$ cat src/rtl/iterative_divider_if.sv
// Handshake bundle for the RV32M iterative divider: operand request,
// pipeline kill, and result response.
interface iterative_divider_if #(
    parameter int WIDTH = 32
) ();
    logic             in_valid;
    logic             in_ready;
    logic [1:0]       op;
    logic [WIDTH-1:0] dividend;
    logic [WIDTH-1:0] divisor;
    logic             kill;
    logic             out_valid;
    logic             out_ready;
    logic [WIDTH-1:0] result;

    modport master (
        output in_valid, op, dividend, divisor, kill, out_ready,
        input  in_ready, out_valid, result
    );

    modport slave (
        input  in_valid, op, dividend, divisor, kill, out_ready,
        output in_ready, out_valid, result
    );
endinterface

$ cat src/rtl/iterative_divider.sv
// RV32M DIV/DIVU/REM/REMU unit, restoring one bit per cycle.
// FRISC_DIV_EARLY_OUT_EN: divide-by-zero and signed overflow skip BUSY.
module iterative_divider #(
    parameter int WIDTH = 32
) (
    input logic           clk,
    input logic           reset,
    iterative_divider_if.slave bus
);
    localparam int CW = $clog2(WIDTH);

    typedef enum logic [1:0] {
        IDLE = 2'd0,
        BUSY = 2'd1,
        DONE = 2'd2
    } state_t;

    state_t           state_q, state_d;
    logic [1:0]       op_q, op_d;
    logic [WIDTH-1:0] div_q, div_d;
    logic [WIDTH-1:0] quo_q, quo_d;
    logic [WIDTH-1:0] rem_q, rem_d;
    logic [WIDTH-1:0] result_q, result_d;
    logic [CW-1:0]    cnt_q, cnt_d;
    logic             qneg_q, qneg_d;
    logic             rneg_q, rneg_d;

    logic             accept;
    logic             last_step;
    logic             early;
    logic             is_signed;
    logic             a_neg;
    logic             b_neg;
    logic             div_zero;
    logic [WIDTH-1:0] a_mag;
    logic [WIDTH-1:0] b_mag;
    logic [WIDTH:0]   partial;
    logic             ge;
    logic [WIDTH-1:0] rem_step;
    logic [WIDTH-1:0] quo_step;
    logic [WIDTH-1:0] sel;
    logic             sel_neg;

    always_ff @(posedge clk) begin
        if (reset) begin
            state_q  <= IDLE;
            op_q     <= '0;
            div_q    <= '0;
            quo_q    <= '0;
            rem_q    <= '0;
            result_q <= '0;
            cnt_q    <= '0;
            qneg_q   <= 1'b0;
            rneg_q   <= 1'b0;
        end else begin
            state_q  <= state_d;
            op_q     <= op_d;
            div_q    <= div_d;
            quo_q    <= quo_d;
            rem_q    <= rem_d;
            result_q <= result_d;
            cnt_q    <= cnt_d;
            qneg_q   <= qneg_d;
            rneg_q   <= rneg_d;
        end
    end

    always_comb begin
        state_d = state_q;
        if (bus.kill) begin
            state_d = IDLE;
        end else begin
            unique case (state_q)
                IDLE: if (accept) state_d = early ? DONE : BUSY;
                BUSY: if (last_step) state_d = DONE;
                DONE: if (bus.out_ready) state_d = IDLE;
                default: state_d = IDLE;
            endcase
        end
    end

    always_comb begin
        bus.in_ready  = (state_q == IDLE) && !bus.kill;
        bus.out_valid = (state_q == DONE);
        bus.result    = result_q;
        accept        = bus.in_valid && bus.in_ready;

        is_signed = !bus.op[0];
        a_neg     = is_signed && bus.dividend[WIDTH-1];
        b_neg     = is_signed && bus.divisor[WIDTH-1];
        a_mag     = a_neg ? -bus.dividend : bus.dividend;
        b_mag     = b_neg ? -bus.divisor : bus.divisor;
        div_zero  = (bus.divisor == '0);

        // The MSB of partial only feeds the compare; after a subtract the
        // difference always fits in WIDTH bits.
        partial   = {rem_q, quo_q[WIDTH-1]};
        ge        = (partial >= {1'b0, div_q});
        rem_step  = ge ? (partial[WIDTH-1:0] - div_q) : partial[WIDTH-1:0];
        quo_step  = {quo_q[WIDTH-2:0], ge};
        last_step = (cnt_q == CW'(WIDTH - 1));
        sel       = op_q[1] ? rem_step : quo_step;
        sel_neg   = op_q[1] ? rneg_q : qneg_q;

        op_d     = op_q;
        div_d    = div_q;
        quo_d    = quo_q;
        rem_d    = rem_q;
        result_d = result_q;
        cnt_d    = cnt_q;
        qneg_d   = qneg_q;
        rneg_d   = rneg_q;
        early    = 1'b0;

        unique case (state_q)
            IDLE: begin
                if (accept) begin
                    op_d   = bus.op;
                    div_d  = b_mag;
                    quo_d  = a_mag;
                    rem_d  = '0;
                    cnt_d  = '0;
                    // Dividing by zero must leave the all-ones quotient as is.
                    qneg_d = (a_neg ^ b_neg) && !div_zero;
                    rneg_d = a_neg;
`ifdef FRISC_DIV_EARLY_OUT_EN
                    early = div_zero ||
                            (is_signed && (bus.dividend == {1'b1, {(WIDTH-1){1'b0}}}) &&
                             (bus.divisor == '1));
                    if (early) begin
                        if (bus.op[1]) result_d = div_zero ? bus.dividend : '0;
                        else           result_d = div_zero ? '1 : bus.dividend;
                    end
`endif
                end
            end
            BUSY: begin
                rem_d = rem_step;
                quo_d = quo_step;
                cnt_d = cnt_q + CW'(1);
                if (last_step) result_d = sel_neg ? -sel : sel;
            end
            default: ;
        endcase
    end
endmodule

$ cat src/flat_wrapper.sv
// flat-port wrapper written by rule: the top's interface ports become plain ports
module iterative_divider_flat 
#(
    parameter int WIDTH = 32
)
  (clk, reset, bus_in_valid, bus_op, bus_dividend, bus_divisor, bus_kill, bus_out_ready, bus_in_ready, bus_out_valid, bus_result);
  iterative_divider_if #(.WIDTH(WIDTH)) bus_i ();
  input logic clk;
  input logic reset;
  input wire logic [$bits(bus_i.in_valid)-1:0] bus_in_valid;
  input wire logic [$bits(bus_i.op)-1:0] bus_op;
  input wire logic [$bits(bus_i.dividend)-1:0] bus_dividend;
  input wire logic [$bits(bus_i.divisor)-1:0] bus_divisor;
  input wire logic [$bits(bus_i.kill)-1:0] bus_kill;
  input wire logic [$bits(bus_i.out_ready)-1:0] bus_out_ready;
  output wire logic [$bits(bus_i.in_ready)-1:0] bus_in_ready;
  output wire logic [$bits(bus_i.out_valid)-1:0] bus_out_valid;
  output wire logic [$bits(bus_i.result)-1:0] bus_result;
  assign bus_i.in_valid = bus_in_valid;
  assign bus_i.op = bus_op;
  assign bus_i.dividend = bus_dividend;
  assign bus_i.divisor = bus_divisor;
  assign bus_i.kill = bus_kill;
  assign bus_i.out_ready = bus_out_ready;
  assign bus_in_ready = bus_i.in_ready;
  assign bus_out_valid = bus_i.out_valid;
  assign bus_result = bus_i.result;
  iterative_divider #(.WIDTH(WIDTH)) u_core (.clk(clk), .reset(reset), .bus(bus_i));
endmodule
$ cat config.mk
export PLATFORM = sky130hd
export DESIGN_NAME = iterative_divider_flat
export DESIGN_NICKNAME = d
export VERILOG_FILES = /design/src/rtl/iterative_divider_if.sv /design/src/rtl/iterative_divider.sv /design/src/flat_wrapper.sv
export SDC_FILE = /design/constraint.sdc
export NUM_CORES = 1
export LEC_CHECK = 0
export BUFFER_PORTS_ARGS = -buffer_cell sky130_fd_sc_hd__clkbuf_2
export CORE_MARGIN = 5
export CORE_UTILIZATION = 55
export DETAILED_ROUTE_END_ITERATION = 10
export GPL_TIMING_DRIVEN = 0
export PLACE_DENSITY_LB_ADDON = 0.15
export SETUP_SLACK_MARGIN = 0.4
export SLEW_MARGIN = 20
export SYNTH_ARGS = -nofsm -noshare
export SYNTH_HDL_FRONTEND = slang
export SYNTH_SLANG_ARGS = --single-unit
$ cat constraint.sdc
create_clock -name clk -period 4.82 [get_ports clk]
set_clock_uncertainty 0.05 [all_clocks]
set_input_delay 0 -clock clk [delete_from_list [all_inputs] [get_ports clk]]
set_output_delay 0 -clock clk [all_outputs]
set_load 0.005 [all_outputs]
==> impl_metrics.json <==
{
  "crit_fanout": 7,
  "wirelength_met1_mm": 14.8,
  "fin_cells": 1765,
  "reg2reg_slack_ns": 0.32,
  "place_congestion": 0.990,
  "grt_pass1_vias": 10154,
  "place_hpwl_mm": 25.6,
  "yosysTopAreaCellShare": 0.283,
  "chipHeight_um": 143,
  "drc": 0,
  "yosysTopAreaCell": "dfxtp_1",
  "grt_pass1_wl_mm": 54.9,
  "ir_drop_mv": 0.217,
  "grtUsageTotal": 0.338,
  "maxCapViolCount": 0,
  "fin_util": 0.714,
  "p_int_mw": 2.33,
  "detail-route-antenna-nets": 0,
  "numPortBuffers": 103,
  "die_area_mm2": 0.0205,
  "start_util": 0.563,
  "hold_viol_final": 0,
  "p_per_area_mw_per_mm2": 280,
  "area_growth_pct": 26.7,
  "fillers": 1419,
  "synth.area.top_cells": "dfxtp_1, nor2_1, a21oi_1, xnor2_1, a211oi_1",
  "hold_slack_ns": 0.0112,
  "fmax_mhz": 222,
  "cts_root_buffer": "clkbuf_16",
  "combPwrFrac": 0.259,
  "postSynthAreaPerCell_um2": 7.46,
  "wl_per_cell_um": 19.9,
  "arrival_ns": 4.73,
  "cp.required_ns": 5.05,
  "synthArstFlopShare": 0,
  "clock_path_buffers": 2,
  "ys_seq_area_frac": 0.283,
  "synth_top_family_by_area": "compound AO/OA/AOI/OAI gates",
  "reg2reg_depth": 16,
  "synthesis.nets": 1420,
  "vias": 10823,
  "syn-cell-area_mm2": 0.00978,
  "cts_tree": "done",
  "syn_inst": 1311,
  "startpoint": "u_core.quo_q[31]$_SDFFE_PP0P_",
  "cp-end-kind": "flop",
  "synthMuxAreaShare": 0.0214,
  "min_period_ns": 4.50,
  "synthAdderAreaFrac": 0.0494,
  "power_leakage_nw": 4.75,
  "clk_pin_slew_worst_paths_ns": 0.06,
  "clk_latency_ns": 0.43,
  "worst_pin_slew_ns": 0.802,
  "ys_top_cells_by_count": "nor2_1, a21oi_1, dfxtp_1, nand2_1, clkbuf_1",
  "rr_endpoint": "u_core.bus.result[31]$_SDFFE_PP0P_",
  "swShare": 0.328,
  "vias_per_cell": 6.13,
  "period_share": 0.934,
  "antenna_found_initial": 0,
  "cts_sinks": 138,
  "synth_edf_count": 0,
  "seq_power_share": 0.351,
  "synthFlopType": "dfxtp_1",
  "wl_met3_mm": 3.22,
  "drtIter0Drc": 1122,
  "h-tree-depth": 4,
  "ys_warn_count": 0,
  "setup_viol": 0,
  "wirelength_mm": 35.2,
  "gr-total-overflow": 0,
  "rr_startpoint": "u_core.quo_q[31]$_SDFFE_PP0P_",
  "fin_nets": 1636,
  "die_w_um": 143,
  "rows": 48,
  "yosysMostFrequentCell": "nor2_1",
  "synth_compound_area_frac": 0.280,
  "cts_made_buffers": 17,
  "setup_tns_ns": 0,
  "antenna_cells": 0,
  "drive_gt1_frac": 0.145,
  "grt_max_degree": 17,
  "core_mm2": 0.0174,
  "maxUsedRoutingLayer": "met4",
  "yosys.area_share.simple": 0.214,
  "run_status": "complete, no violations",
  "setup_slack_ns": 0.319,
  "synth-xor-area-share": 0.0968,
  "post-place-ws_ns": -0.190,
  "power_frac_clock": 0.391,
  "drt-pass1-iter-count": 6,
  "start_kind": "flop",
  "dp.cells": 1639,
  "io_pins": 105,
  "yosys.cell_types.count": 75,
  "drv_slew": 0,
  "synth.ff_latch_count": 138,
  "p_sw_mw": 1.14,
  "hp-class": "in -> reg",
  "slew-limit-headroom": 0.465,
  "rsz0062_at_grt": "true",
  "critPathKind": "reg -> reg",
  "setup.worst_path.end": "u_core.bus.result[31]$_SDFFE_PP0P_",
  "dr_wl_met2_mm": 16.0
}
==> final cells by class <==
class,instances,area (um^2),share of cell area
Clock buffer,19,453,0.0366
Buffer,81,347,0.0280
Tap cell,225,282,0.0227
Multi-Input combinational cell,1036,6780,0.547
Clock inverter,13,151,0.0122
Inverter,56,210,0.0170
Timing Repair Buffer,197,1410,0.114
Sequential cell,138,2760,0.223
==> worst min-delay path by stage <==
stage                                from                             end  slack, ns  cells after the start
after CTS                 bus_divisor[10]   u_core.div_q[10]$_SDFFE_PP0P_      0.003                      3
final                     bus_divisor[10]   u_core.div_q[10]$_SDFFE_PP0P_       0.01                      3
after floorplan                  bus_kill                    bus_in_ready     -0.008                      1
after detailed placement         bus_kill  u_core.state_q[0]$_SDFFE_PP0P_       0.17                      2
after global placement           bus_kill  u_core.state_q[0]$_SDFFE_PP0P_       0.15                      2
after global routing      bus_divisor[10]   u_core.div_q[10]$_SDFFE_PP0P_       0.03                      3
==> cell families (layout without fill, tap and decap cells) <==
kind of cell / Yosys count / count (layout)
adder cells (fa/ha/maj): 38 / 38
flip-flops: 138 / 138
AO/OA/AOI/OAI: 412 / 412
AND/OR/NAND/NOR: 458 / 458
buffers and inverters: 137 / 366
XOR/XNOR: 108 / 108
multiplexers: 20 / 20
==> sequential cells by signal, summed over array words and instances (netlist names) <==
signal	cells
u_core.bus.result	32
u_core.cnt_q	5
u_core.div_q	32
u_core.op_q	1
u_core.qneg_q	1
u_core.quo_q	32
u_core.rem_q	32
u_core.rneg_q	1
u_core.state_q	2
==> layer usage <==
metal,global-route usage,vias to the layer above
met3,0.0582,101
met5,0,-
met1,0.457,4994
li1,-,5155
met2,0.543,573
met4,0.125,0
==> layout by cell type, fill, tap and decap left out, types with 10 or more instances in the layout <==
cell type,count
nor2_1,198
a21oi_1,140
dfxtp_1,138
nand2_1,115
clkbuf_2,104
dlygate4sd3_1,75
clkbuf_1,68
a211oi_1,60
xnor2_1,56
inv_1,55
xor2_1,50
o21ai_0,38
a31oi_1,37
ha_1,35
a22oi_1,29
nor3_1,25
nand3_1,21
buf_4,21
clkbuf_16,17
a21o_1,16
nor2b_1,15
nand4_1,14
nor4_1,13
or3_1,11
and3_1,10
==> power by group through the flow <==
stage | Clock [mW] | Sequential (mW) | Combinational (mW)
after CTS | 1.36 | 1.21 | 0.819
final | 1.35 | 1.22 | 0.897
after floorplan | 0 | 1.22 | 0.514
after global routing | 1.40 | 1.22 | 0.962
after global placement | 0 | 1.24 | 0.722
after detailed placement | 0 | 1.24 | 0.729
==> metrics by stage <==
stage,total power [mW],instance area (um^2)
after floorplan,1.73,9780
after global placement,1.96,10600
after detailed placement,1.97,10600
after CTS,3.39,12100
after global routing,3.58,12400
final,3.47,12400
==> critical path, stage by stage, from the launching register on <==
cell and delay, ns:
dfxtp_1 0.33, inv_2 0.10, ha_2 0.21, inv_1 0.06
fa_1 0.41, a21o_1 0.22, a221o_2 0.44, nand4_1 0.18
nand3_1 0.22, nand2_1 0.13, xnor2_1 0.16, a221o_2 0.51
nor4b_4 0.35, nand3_2 0.19, o41ai_4 0.40, xor2_2 0.27
a211oi_2 0.11
==> repair_timing <==
item,CTS,global route
pin swaps,9,14
hold buffers,75,0
setup buffers,9,10
endpoints found under the hold margin,64,0
resized for setup,24,34
setup endpoints to repair,13,14
Note: power is estimated with default switching activity, not from simulation.
